`src/rtl/mem_dump_streamer.sv`:
```
// Post-halt dump engine: takes the data_mem read port and streams COUNT bytes
// from BASE_ADDR out over a valid/ready byte interface, one beat per two cycles.
module mem_dump_streamer #(
  parameter int A         = 8,
  parameter int BASE_ADDR = 0,
  parameter int COUNT     = 256
) (
  input  logic         clk,
  input  logic         start,
  input  logic         halt,
  output logic         mem_owner,
  output logic [A-1:0] mem_addr,
  output logic         mem_read,
  input  logic [7:0]   mem_data,
  output logic [7:0]   dout_data,
  output logic         dout_valid,
  input  logic         dout_ready,
  output logic         dout_last,
  output logic         busy,
  output logic         done
);

  localparam int IW = $clog2(COUNT) + 1;

  typedef enum logic [1:0] {IDLE, READ, HOLD, DONE} state_t;

  state_t        state_q, state_d;
  logic [IW-1:0] idx_q, idx_d;
  logic          halt_q, halt_d;
  logic [7:0]    data_q, data_d;
  logic          valid_q, valid_d;
  logic          last_q, last_d;
  logic          accept;

  assign accept = valid_q & dout_ready;

  always_comb begin
    state_d = state_q;
    idx_d   = idx_q;
    halt_d  = halt;
    data_d  = data_q;
    valid_d = valid_q;
    last_d  = last_q;
    case (state_q)
      IDLE: if (halt_q) state_d = READ;
      READ: begin
        data_d  = mem_data;
        valid_d = 1'b1;
        last_d  = (idx_q == IW'(COUNT - 1));
        state_d = HOLD;
      end
      HOLD: begin
        // Valid drops on every accept, so beats never go back-to-back.
        if (accept) begin
          valid_d = 1'b0;
          if (last_q) begin
            state_d = DONE;
          end else begin
            idx_d   = idx_q + IW'(1);
            state_d = READ;
          end
        end
      end
      DONE:    state_d = DONE;
      default: state_d = IDLE;
    endcase
  end

  always_ff @(posedge clk) begin
    if (start) begin
      state_q <= IDLE;
      idx_q   <= '0;
      halt_q  <= 1'b0;
      data_q  <= '0;
      valid_q <= 1'b0;
      last_q  <= 1'b0;
    end else begin
      state_q <= state_d;
      idx_q   <= idx_d;
      halt_q  <= halt_d;
      data_q  <= data_d;
      valid_q <= valid_d;
      last_q  <= last_d;
    end
  end

  // Address wraps modulo 2**A; parked at zero whenever the core owns the port.
  assign mem_owner  = (state_q == READ) || (state_q == HOLD);
  assign mem_addr   = mem_owner ? (A'(BASE_ADDR) + A'(idx_q)) : '0;
  assign mem_read   = (state_q == READ);
  assign busy       = mem_owner;
  assign done       = (state_q == DONE);
  assign dout_data  = data_q;
  assign dout_valid = valid_q;
  assign dout_last  = last_q;

endmodule

```
`config.mk`:
```
export PLATFORM = sky130hd
export DESIGN_NAME = mem_dump_streamer
export DESIGN_NICKNAME = d
export VERILOG_FILES = /design/src/rtl/mem_dump_streamer.sv
export SDC_FILE = /design/constraint.sdc
export NUM_CORES = 1
export LEC_CHECK = 0
export CAP_MARGIN = 10
export CELL_PAD_IN_SITES_DETAIL_PLACEMENT = 1
export CELL_PAD_IN_SITES_GLOBAL_PLACEMENT = 2
export CORE_MARGIN = 3
export CORE_UTILIZATION = 23
export DETAILED_ROUTE_END_ITERATION = 16
export PLACE_DENSITY = 0.79
export SYNTH_ARGS = -nofsm -noshare
export SYNTH_HDL_FRONTEND = slang
export SYNTH_SLANG_ARGS = --single-unit
```
`constraint.sdc`:
```
create_clock -name clk -period 1.7 [get_ports clk]
set_clock_uncertainty 0.2 [all_clocks]
set_input_delay 0.34 -clock clk [delete_from_list [all_inputs] [get_ports clk]]
set_output_delay 0.34 -clock clk [all_outputs]
set_load 0.005 [all_outputs]
```
==> flow_summary.json <==
{
  "core_mm2": 0.00417,
  "hold_depth": 2,
  "cpLargestDelayFamily": "flip-flops",
  "dr.first_iter.drc_count": 24,
  "cp_cell_sequence": "inv_2 -> ha_4 -> buf_12 -> and2_4 -> buf_6",
  "cp.required_ns": 1.16,
  "fp.dieW_um": 73.2,
  "syn_nets": 130,
  "synth_cells": 111,
  "ys_ff_latch": 22,
  "outcome": "complete, but fails checks",
  "ys_warn_count": 0,
  "finalWorstSetupSlack_ns": -0.131,
  "ant_nets": 0,
  "avgSynthCellArea_um2": 9.37,
  "layoutNonFillerInstCount": 209,
  "cap_violations": 0,
  "fmax_ghz": 0.546,
  "die_area_mm2": 0.00536,
  "placed_cells": 201,
  "insertedDiodeCount": 0,
  "worstSetupPathType": "reg2out",
  "h-tree-depth": 1,
  "synthSimpleGateAreaFrac_pct": 22.0,
  "endpoint_kind": "output pin",
  "clockBufferDepth": 2,
  "grt_pass1_vias": 1115,
  "drt_pass1_iterations": 3,
  "hold_class": "reg2reg",
  "arrival_ns": 1.29,
  "grt_usage_pct": 11.9,
  "grt_first_pass_wirelength_um": 5010,
  "finalSetupTns_ns": -1.21,
  "synth_cell_types": 29,
  "cts_tree": "built",
  "syn_to_final_growth_pct": 66.9,
  "rr_worst_depth": 6,
  "finalSetupViolations": 13,
  "viasPerCell": 4.77,
  "drc_errors": 0,
  "path_max_fanout": 5,
  "detail_route.wl_per_cell_um": 15.0,
  "final_cell_mix": "clkdlybuf4s50_1 (17), nor2_1 (13), dfxtp_1 (12), buf_6 (12)",
  "die-height_um": 73.2,
  "powerDensity_mw_per_mm2": 1210,
  "rsz0062_at_grt": "yes",
  "port_buffers": 33,
  "path_clk_slew_ns": 0.09,
  "worst-path-stages": 5,
  "final_layout_size_suffix_gt1_share_pct": 44.0,
  "clk_latency_ns": 0.27,
  "cts-buffers-inserted": 3,
  "vdd.ir_drop.worst_uv": 551,
  "clkSinkCount": 22,
  "gp_congestion": 0.772,
  "cpPeakStageDelay_ns": 0.34,
  "wl_um": 3130,
  "cts.hold.buffers_added": 0,
  "fill_cells": 467,
  "power_leakage_uw": 0.000704,
  "rows": 23,
  "crit_slowest_cell": "dfxtp_2",
  "synth_compound_area_share_pct": 12.9,
  "ios": 34,
  "finalHoldViolations": 0,
  "start_util_pct": 24.9,
  "failed_checks": "setup timing",
  "tightest_slew_ns": 0.313,
  "final_nets": 179,
  "synth_top_family_by_area": "simple AND/OR/NAND/NOR gates",
  "place_worst_setup_slack_ns": -0.329,
  "grt_overflow": 0,
  "layout_commonest_cell": "clkdlybuf4s50_1",
  "synth_area_mm2": 0.00104,
  "grt_max_degree": 16,
  "synthMuxAreaShare_pct": 8.66,
  "finalMaxSlewViolations": 0,
  "antenna_found_initial": 0,
  "cts_root_buf": "clkbuf_8",
  "post-route-util_pct": 41.6,
  "via_count": 997,
  "fin_crit_sh_pct": 108,
  "dp_hpwl_um": 2140,
  "relSlewSlack_pct": 78.9,
  "crit_buf_inv": 3,
  "synth_adder_area_share_pct": 8.42,
  "seq_area_frac_synth_pct": 42.4,
  "synth-xor-area-share_pct": 0.842,
  "fin_crit_ns": 1.83,
  "critPathLaunchType": "flop"
}
[sequential cells by signal, summed over array words and instances, names as in the netlist]
register    cells
state_q         2
dout_valid      1
halt_q          1
idx_q           9
dout_last       1
dout_data       8
[repair_timing]
item / CTS / global route
gates cloned: 1 / 0
setup buffers: 4 / 0
setup endpoints to repair: 20 / 24
pin swaps: 9 / 4
resized for setup: 81 / 25
[Yosys cell counts, drive strengths merged]
cell type / count / area [um2]
clkbuf: 1 / 3.75
and2b: 1 / 8.76
a311oi: 2 / 17.5
mux2i: 9 / 90.1
inv: 5 / 18.8
nand2b: 1 / 6.26
nor2: 13 / 48.8
nor2b: 1 / 6.26
or3: 2 / 12.5
or4: 4 / 30.0
ha: 7 / 87.6
nand4b: 1 / 15.0
nand3: 3 / 15.0
a211oi: 2 / 15.0
a21oi: 9 / 45.0
and2: 8 / 50.1
dfxtp: 22 / 440
a21bo: 1 / 10.0
xnor2: 1 / 8.76
o31ai: 4 / 30.0
and4b: 1 / 11.3
nand2: 5 / 18.8
a31oi: 1 / 6.26
buf: 4 / 27.5
nand4: 1 / 6.26
o21ai: 2 / 10.0
[layout make-up]
type,count,area (um2),share of cell area [%]
Timing Repair Buffer,48,457,26.3
Tap cell,50,62.6,3.60
Clock buffer,4,55.1,3.17
Sequential cell,22,458,26.4
Inverter,5,18.8,1.08
Multi-Input combinational cell,80,684,39.4
[metal layers]
metal | track usage (%) | vias to the layer above | wire (um)
li1 | - | 491 | -
met3 | 4.82 | 2 | 245
met2 | 21.2 | 33 | 1590
met5 | 0 | - | 0
met4 | 3.28 | 0 | 13
met1 | 12.9 | 471 | 1280
[per-stage QoR]
step           cell area, um2  hold slack, ns  power [uW]
2_1_floorplan            1040           0.212        1020
3_3_place_gp             1490           0.274        1400
3_5_place_dp             1490           0.287        1430
4_1_cts                  1640           0.308        2060
5_1_grt                  1740           0.321        2230
6_report                 1740           0.289        2090
[path summary, 6_finish.rpt]
| path | startpoint | to | slack [ns] |
|---|---|---|---|
| worst max-delay path | state_q[1] | mem_addr[6] | -0.13 |
| worst min-delay path | dout_data[1] | dout_data[1] | 0.29 |
| worst max register to register | state_q[0] | idx_q[7] | -0.04 |
| worst min register to register | dout_data[1] | dout_data[1] | 0.29 |
[where the power goes]
part	switching [uW]	total [uW]	internal (uW)
Sequential	66.6	671	604
Combinational	431	1040	606
Clock	178	385	207
[kinds of logic after synthesis]
family,count (synthesis)
XOR/XNOR,1
AO/OA/AOI/OAI,21
AND/OR/NAND/NOR,41
adder cells (fa/ha/maj),7
multiplexers,9
buffers and inverters,10
flip-flops,22
[tightest hold or removal path: cells and delay by family (launching register included)]
kind             cells  cell delay, ns
and+or+nand+nor      1            0.07
muxes                1            0.06
DFF                  1            0.33
No activity file was read; power rests on OpenSTA's default activity.
